===== src/rtl/dataflow_fifo_pkg.sv =====
// Shared defaults for the dataflow edge FIFO.
// Define DATAFLOW_FIFO_ERR_EN to add the sticky overflow/underflow flags (off by default).
package dataflow_fifo_pkg;

    localparam int DEFAULT_DATA_WIDTH = 8;
    localparam int DEFAULT_DEPTH      = 16;
    localparam int DEFAULT_ADDR_WIDTH = $clog2(DEFAULT_DEPTH);

endpackage


===== src/rtl/fifo_ram.sv =====
// Storage array for dataflow_fifo.
// Synchronous write port, asynchronous read port.
module fifo_ram
    import dataflow_fifo_pkg::*;
#(
    parameter int DATA_WIDTH = DEFAULT_DATA_WIDTH,
    parameter int DEPTH      = DEFAULT_DEPTH,
    parameter int ADDR_WIDTH = DEFAULT_ADDR_WIDTH
) (
    input  logic                  clock,
    input  logic                  we,
    input  logic [ADDR_WIDTH-1:0] waddr,
    input  logic [DATA_WIDTH-1:0] wdata,
    input  logic [ADDR_WIDTH-1:0] raddr,
    output logic [DATA_WIDTH-1:0] rdata
);

    logic [DATA_WIDTH-1:0] mem [DEPTH];

    always_ff @(posedge clock) begin
        if (we) begin
            mem[waddr] <= wdata;
        end
    end

    assign rdata = mem[raddr];

endmodule


===== src/rtl/dataflow_fifo.sv =====
// First-word-fall-through FIFO on one dataflow edge.
// DATAFLOW_FIFO_ERR_EN adds sticky overflow/underflow outputs.
module dataflow_fifo
    import dataflow_fifo_pkg::*;
#(
    parameter int DATA_WIDTH = DEFAULT_DATA_WIDTH,
    parameter int DEPTH      = DEFAULT_DEPTH,
    parameter int ADDR_WIDTH = DEFAULT_ADDR_WIDTH
) (
    input  logic                  clock,
    input  logic                  reset,
    input  logic                  wr_in,
    input  logic [DATA_WIDTH-1:0] data_in,
    input  logic                  rd_in,
    output logic [DATA_WIDTH-1:0] data_out,
    output logic                  empty,
    output logic                  full,
    output logic [ADDR_WIDTH:0]   population
`ifdef DATAFLOW_FIFO_ERR_EN
    ,
    output logic                  overflow,
    output logic                  underflow
`endif
);

    localparam logic [ADDR_WIDTH:0] FULL_CNT = (ADDR_WIDTH+1)'(DEPTH);

    logic [ADDR_WIDTH-1:0] wr_ptr;
    logic [ADDR_WIDTH-1:0] rd_ptr;
    logic [DATA_WIDTH-1:0] rdata;
    logic                  push_ok;
    logic                  pop_ok;

    assign empty   = (population == '0);
    assign full    = (population == FULL_CNT);
    assign pop_ok  = rd_in & ~empty;
    // A full FIFO still accepts a push when a pop frees a slot this edge
    assign push_ok = wr_in & (~full | pop_ok);

    fifo_ram #(
        .DATA_WIDTH (DATA_WIDTH),
        .DEPTH      (DEPTH),
        .ADDR_WIDTH (ADDR_WIDTH)
    ) u_ram (
        .clock (clock),
        .we    (push_ok),
        .waddr (wr_ptr),
        .wdata (data_in),
        .raddr (rd_ptr),
        .rdata (rdata)
    );

    assign data_out = empty ? '0 : rdata;

    always_ff @(posedge clock or negedge reset) begin
        if (!reset) begin
            wr_ptr     <= '0;
            rd_ptr     <= '0;
            population <= '0;
        end else begin
            if (push_ok) begin
                wr_ptr <= wr_ptr + ADDR_WIDTH'(1);
            end
            if (pop_ok) begin
                rd_ptr <= rd_ptr + ADDR_WIDTH'(1);
            end
            case ({push_ok, pop_ok})
                2'b10:   population <= population + (ADDR_WIDTH+1)'(1);
                2'b01:   population <= population - (ADDR_WIDTH+1)'(1);
                default: population <= population;
            endcase
        end
    end

`ifdef DATAFLOW_FIFO_ERR_EN
    always_ff @(posedge clock or negedge reset) begin
        if (!reset) begin
            overflow  <= 1'b0;
            underflow <= 1'b0;
        end else begin
            overflow  <= overflow | (wr_in & ~push_ok);
            underflow <= underflow | (rd_in & empty);
        end
    end
`endif

endmodule


===== config.mk =====
export PLATFORM = sky130hd
export DESIGN_NAME = dataflow_fifo
export DESIGN_NICKNAME = d
export VERILOG_FILES = /design/src/rtl/dataflow_fifo_pkg.sv /design/src/rtl/fifo_ram.sv /design/src/rtl/dataflow_fifo.sv
export SDC_FILE = /design/constraint.sdc
export NUM_CORES = 1
export LEC_CHECK = 0
export BUFFER_PORTS_ARGS = -buffer_cell sky130_fd_sc_hd__buf_2
export CORE_ASPECT_RATIO = 0.5
export CORE_MARGIN = 4
export CORE_UTILIZATION = 50
export DETAILED_ROUTE_END_ITERATION = 7
export GPL_TIMING_DRIVEN = 0
export PLACE_DENSITY = 0.78
export SLEW_MARGIN = 30
export SYNTH_ARGS = -nofsm -noshare
export SYNTH_HDL_FRONTEND = slang
export SYNTH_SLANG_ARGS = --single-unit

===== constraint.sdc =====
create_clock -name clock -period 7.1 [get_ports clock]
set_input_delay 0.71 -clock clock [delete_from_list [all_inputs] [get_ports clock]]
set_output_delay 0.71 -clock clock [all_outputs]
set_load 0.01 [all_outputs]

==> run summary, run 1 <==
Leak -> 0.00234 uW
via count -> 3,061
antenna violations before repair -> 0
CTS tree -> built
Top Ports -> 27
Critical Path Start Type -> register
CTS Buffer Depth -> 2
synthesized area -> 5880 um^2
Seq pwr share -> 37.7%
clock sinks -> 141
Avg Cell Area, Syn -> 19.5 um^2
setup TNS -> 0 ps
Critical Path RT -> 6390 ps
port bufs -> 26
DR vias/cell -> 5.85
status -> completed
Mapped Cells -> 302
largest net degree at the start of global routing -> 17
switching part of the total -> 32.6%
post-cts sizing count -> 0
# H-tree levels -> 4
max_cap viols -> 0
pwr dens -> 419 nW/um^2
diodes inserted -> 0
Clk pwr share -> 29.5%
post-CTS setup repair buffer count -> 0
Die Y -> 84.7 um
Synth cell types -> 39
post-synth net total -> 323
setup ws final -> 3870 ps
top cells by area, synth -> edfxtp_1, mux4_2, dfrtp_1
DRC Markers -> 0
clk root buf -> clkbuf_16
Seq cells post-synth -> 141
Crit Reg-Reg Endpoint -> population[4]$_DFFE_PN0P_
synthesis warning total -> 0
post-synth top area share -> 65.4%
total wire length -> 12,000 um
Critical Path AT -> 2520 ps
Reg2Reg Setup Slack -> 4280 ps
Int Pwr -> 1930 uW
min-delay worst type -> in -> async
Setup violations, final -> 0
Total Nets Final -> 372
WL per Instance -> 23.0 um
full die area -> 13,700 um^2
crit-path leading delay family -> buffers and inverters
Final Slew Violations -> 0
CP bufs+invs -> 3
Post-DP HPWL -> 7750 um
Fmax -> 309 MHz
crit path time final -> 3230 ps
Crit-path slowest cell -> mux4_1
drt first pass iters -> 5
register area share after synthesis -> 70.9%
worst-case clock skew -> 9.66 ps
first-pass GRT wire length -> 18,400 um
gr usage total -> 19.0%
TritonCTS Buffers -> 17
crit end category -> output pin
Initial Util -> 52.3%
Relative slew margins -> 40.6%
path depth of the worst reg2reg path -> 9
Combinational Power Share -> 32.8%
RR Startpoint -> population[1]$_DFFE_PN0P_
worst slew pin tran -> 888 ps
Worst-Skew Late Latency -> 430 ps
Crit path largest cell delay -> 540 ps
dpl ws -> 4300 ps
NetSw -> 931 uW
CTS clk-pin slew, worst paths -> 60 ps
Die Span X -> 161 um
Fin. Hold Viols -> 0
Std-Cell Core Area -> 11,200 um^2
Crit Path Class -> reg -> out
Area Growth Syn to Fin -> 15.9%
Synth area leader -> edfxtp_1
hold_buf cts -> 0
FP Rows -> 27
vias in the first global route -> 3,033
total power -> 2860 uW
Final Cycle Share -> 45.6%
Routed Antenna Nets -> 0
layout cells sized above 1 -> 30.8%
VDD IR max -> 0.241 mV
CP Max Fanout -> 10
gpl congestion -> 0.817
Initial DRC Count -> 325
crit path cell chain -> buf_6, buf_6, mux4_1, nor2b_1, a211oi_1, a211oi_1, buf_2
unrepaired setup endpoints after global routing -> no
GRT overflow -> 0
-- final cells by class --
| type | count | area [um^2] |
|---|---|---|
| multi-input cells | 135 | 1600 |
| plain buffers | 15 | 90.1 |
| repair buffers | 30 | 150 |
| flip-flops and latches | 141 | 4170 |
| well taps | 159 | 199 |
| fillers | 768 | 4430 |
| inverters | 11 | 41.3 |
| clock inverters | 13 | 130 |
| clock buffers | 19 | 433 |
-- through the flow --
step | cells | cell area (um^2) | util (%) | hold slack, ps
3_5_place_dp | 491 | 6250 | 55.6 | 610
4_1_cts | 523 | 6820 | 60.6 | 197
5_1_grt | 523 | 6820 | 60.6 | 200
3_3_place_gp | 487 | 6210 | 55.2 | 588
2_1_floorplan | 302 | 5880 | - | 414
6_report | 523 | 6820 | 60.6 | 206
-- worst max-delay path by stage --
| stage | startpoint | endpoint | slack, ps | cells past startpoint |
|---|---|---|---|---|
| global route | rd_ptr[1]$_DFFE_PN0N_ | data_out[4] | 3790 | 7 |
| detailed placement | population[1]$_DFFE_PN0P_ | population[4]$_DFFE_PN0P_ | 4300 | 9 |
| CTS | rd_ptr[1]$_DFFE_PN0N_ | data_out[4] | 3840 | 7 |
| finish | rd_ptr[1]$_DFFE_PN0N_ | data_out[4] | 3870 | 7 |
| global placement | rd_in | u_ram.mem[0][1]$_DFFE_PP_ | 4230 | 4 |
| floorplan | population[1]$_DFFE_PN0P_ | population[4]$_DFFE_PN0P_ | 4520 | 9 |
-- kinds of logic (layout without fill, tap and decap cells) --
group                    after synthesis  count (layout)  synth area share, %
multiplexers                          45              45                 14.9
AND/OR/NAND/NOR                       44              44                 4.62
buffers and inverters                 26              88                 2.23
flip-flops                           141             141                 70.9
XOR/XNOR                               9               9                 1.34
adder cells (fa/ha/maj)                9               9                 2.04
AO/OA/AOI/OAI                         28              28                 3.92
-- flip-flops by register name, indices dropped and copies added, names as in the netlist --
signal,cells
population,5
wr_ptr,4
u_ram.mem,128
rd_ptr,4
-- placed cells by master (no fill, tap or decap), types with 5 or more instances in the layout --
cell type  synthesis  routed
edfxtp_1         128     128
buf_2              5      35
mux4_2            28      28
clkbuf_16          0      17
a211oi_1          16      16
dfrtp_1           13      13
inv_1             11      11
mux2i_1           10      10
and2_1             9       9
nor2b_1            8       8
nor2_1             8       8
ha_1               8       8
xnor2_1            7       7
clkbuf_1           4       6
inv_6              0       6
nor4_2             1       5
-- per-layer routing --
layer | up-vias | global-route usage, % | wire length, um
li1 | 1317 | - | -
met3 | 26 | 6.77 | 1040
met5 | - | 0 | 0
met1 | 1576 | 24.8 | 5060
met4 | 0 | 8.20 | 313
met2 | 142 | 29.2 | 5620
-- cells in the mapped netlist --
cell type and number:
a21o_1 1, nand4_1 1, buf_2 5, nor4_1 4, buf_4 3, o31a_1 1, o2bb2ai_4 1, nor2_1 8
nor2_8 1, mux2_4 2, or4_4 1, nand2_1 3, o21ai_2 2, nor4_2 1, inv_1 11, nor2b_1 8
a211oi_1 16, edfxtp_1 128, nand2b_1 3, nor3b_1 2, mux4_2 28, dfrtp_1 13, o211ai_1 2, mux2_2 1
ha_1 8, o21ai_0 1, and2_1 9, fa_1 1, a2111o_1 1, mux2i_1 10, xnor2_1 7, clkbuf_2 1
clkbuf_1 4, nand3_1 3, a21oi_1 2, mux4_1 4, xor2_1 2, o21a_1 1, buf_6 2
-- power by group through the flow --
stage	clock network (uW)	registers, uW	logic [uW]
floorplan	0	1080	644
global placement	0	1080	891
detailed placement	0	1090	933
CTS	852	1080	943
global route	892	1090	1010
finish	843	1080	938
-- worst register-to-register path, delay by kind of cell, from the launching register on --
family                     cells  cell delay, ps
DFF                            1             430
AOI/OAI and AO/OA              4             950
adders and majority gates      1             330
and+or+nand+nor                3             920
buffers and inverters          1             100
(Power assumes the default switching activity.)
==> run 2: changes to the inputs <==
--- a/config.mk
+++ b/config.mk
@@ -11,7 +11,7 @@
 export CORE_UTILIZATION = 50
 export DETAILED_ROUTE_END_ITERATION = 7
 export GPL_TIMING_DRIVEN = 0
-export PLACE_DENSITY = 0.78
+export PLACE_DENSITY = 0.81
 export SLEW_MARGIN = 30
 export SYNTH_ARGS = -nofsm -noshare
 export SYNTH_HDL_FRONTEND = slang
==> constraint.sdc (replaced) <==
create_clock -name clock -period 2.8 [get_ports clock]
set_input_delay 0.28 -clock clock [delete_from_list [all_inputs] [get_ports clock]]
set_output_delay 0.28 -clock clock [all_outputs]
set_load 0.01 [all_outputs]
==> run summary, run 2 (synthesis results as in run 1) <==
biggest regs -> u_ram.mem x128, population x5
Worst setup endpoint -> data_out[7]
worst slew pin tran -> 872 ps (-15.7 ps)
Fin. Hold Viols -> 0 (unchanged)
Largest Register -> u_ram.mem
TritonCTS Buffers -> 17 (unchanged)
path depth of the worst reg2reg path -> 9 (unchanged)
Post-DP HPWL -> 7890 um (+1.7%)
VDD IR max -> 0.612 mV (+150%)
total wire length -> 12,500 um (+3.7%)
unrepaired setup endpoints after global routing -> no
largest net degree at the start of global routing -> 17 (unchanged)
setup ws final -> 66.0 ps (-3800 ps)
fin area -> 6920 um^2 (+1.6%)
placed instance area -> 6250 um^2 (unchanged)
number of fill cells -> 734 (-4.4%)
clk root buf -> clkbuf_16
setup TNS -> 0 ps (unchanged)
layout cells sized above 1 -> 31.5% (+0.75 points)
crit path time final -> 2730 ps
Reg2Reg Setup Slack -> 130 ps (-4150 ps)
worst hold slack -> 242 ps (+35.8 ps)
Total Nets Final -> 376 (+1.1%)
Final Slew Violations -> 0 (unchanged)
Std-Cell Core Area -> 11,200 um^2 (unchanged)
# H-tree levels -> 4 (unchanged)
gr usage total -> 19.6% (+0.62 points)
CTS tree -> built
gpl congestion -> 0.826 (+1.2%)
worst-case clock skew -> 8.03 ps (-1.63 ps)
Die Span X -> 161 um (unchanged)
GRT overflow -> 0 (unchanged)
Critical Path RT -> 2520 ps (-3870 ps)
RR Startpoint -> population[0]$_DFFE_PN0P_
Crit Path Class -> reg -> out
CTS Buffer Depth -> 2 (unchanged)
most common cell after layout, fill and taps aside -> edfxtp_1
Critical Path Source -> rd_ptr[1]$_DFFE_PN0N_
storage element area -> 4170 um^2 (unchanged)
pwr dens -> 1080 nW/um^2 (+160%)
max reg flops -> 128 (unchanged)
Fmax -> 366 MHz
WL per Instance -> 23.7 um (+2.9%)
vias in the first global route -> 3,312 (+9.2%)
antenna violations before repair -> 0 (unchanged)
port bufs -> 26 (unchanged)
first-pass GRT wire length -> 19,500 um (+6.0%)
Multi-input gate area -> 1630 um^2 (+1.9%)
Initial DRC Count -> 369 (+14%)
dpl ws -> -44.6 ps (-4350 ps)
min-delay worst type -> in -> reg
full die area -> 13,700 um^2 (unchanged)
Routed Antenna Nets -> 0 (unchanged)
status -> completed
Leak -> 0.00239 uW (+2.4%)
Critical Path AT -> 2450 ps (-70 ps)
Die Y -> 84.7 um (unchanged)
via count -> 3,143 (+2.7%)
clock sinks -> 141 (unchanged)
Hold Path Stages -> 3
drt first pass iters -> 5 (unchanged)
Initial Util -> 52.3% (unchanged)
crit end category -> output pin
CTS clk-pin slew, worst paths -> 50 ps (about the same)
DRC Markers -> 0 (unchanged)
commonest non-fill, non-tap cells in the layout -> edfxtp_1, buf_2, mux4_2, clkbuf_16
DR vias/cell -> 5.96 (+1.9%)
Top Ports -> 27 (unchanged)
Crit Reg-Reg Endpoint -> population[4]$_DFFE_PN0P_
Relative slew margins -> 41.6% (+1.1 points)
Final Cycle Share -> 97.6%
Setup violations, final -> 0 (unchanged)
diodes inserted -> 0 (unchanged)
Area Growth Syn to Fin -> 17.8%
CP Max Fanout -> 10 (unchanged)
max_cap viols -> 0 (unchanged)
Worst-Skew Late Latency -> 420 ps (about the same)
total power -> 7450 uW (+160%)
Critical Path Start Type -> register
FP Rows -> 27 (unchanged)
-- run 2: cell types whose count changed in the layout (fill, tap and decap cells not counted), sizes merged, moves of 2 or more --
cell	delta
clkinv	+4
clkinvlp	-2
inv	-6
buf	+3
bufinv	+3
-- run 2: where the power goes --
part	total [uW]	internal, uW	leakage (uW)	switching, uW
combinational	2420	1090	0.000793	1330
clock	2290	1480	0.000289	811
sequential	2740	2590	0.00131	152
-- run 2: how the worst min path moves through the flow --
| stage | endpoint | start | slack (ps) |
|---|---|---|---|
| floorplan | population[0]$_DFFE_PN0P_ | reset | -20 |
| global placement | wr_ptr[1]$_DFFE_PN0P_ | reset | 190 |
| detailed placement | wr_ptr[1]$_DFFE_PN0P_ | reset | 200 |
| CTS | rd_ptr[0]$_DFFE_PN0N_ | rd_in | 190 |
| global route | population[4]$_DFFE_PN0P_ | wr_in | 230 |
| finish | population[4]$_DFFE_PN0P_ | wr_in | 240 |
-- run 2: cell type report --
type / instances / share of cell area [%]
Sequential cell: 141 / 60.2
Clock buffer: 20 / 6.31
Timing Repair Buffer: 34 / 2.64
Tap cell: 159 / 2.87
Multi-Input combinational cell: 135 / 23.6
Inverter: 11 / 0.597
Clock inverter: 12 / 2.46
Buffer: 15 / 1.30
-- run 2: worst max-delay path, cell delays in order (launching register included) --
cell and delay [ps]:
dfrtp_1 370, buf_6 160, buf_6 200, mux4_2 560, a211oi_1 410, a211oi_1 140
buf_2 200
-- run 2: through the flow --
stage | cells | utilization (%)
global placement | 487 | 55.2
finish | 527 | 61.5
CTS | 525 | 61.2
global route | 527 | 61.5
floorplan | 302 | -
detailed placement | 491 | 55.6
-- run 2: metal layers --
| layer | part of all wire (%) | routed length (um) | up-vias | track usage [%] |
|---|---|---|---|---|
| li1 | - | - | 1325 | - |
| met1 | 41 | 5100 | 1603 | 26.0 |
| met2 | 49 | 6070 | 188 | 29.8 |
| met3 | 8.2 | 1030 | 27 | 7.11 |
| met4 | 2.4 | 295 | 0 | 8.13 |
| met5 | 0 | 0 | - | 0 |
-- run 2: timing repair --
item	in CTS	in global routing
hold buffers	1	0
buffers inserted	1	2
endpoints found under the hold margin	13	0
gates resized for setup	1	4
setup endpoints to repair	1	3
pin swaps	1	1
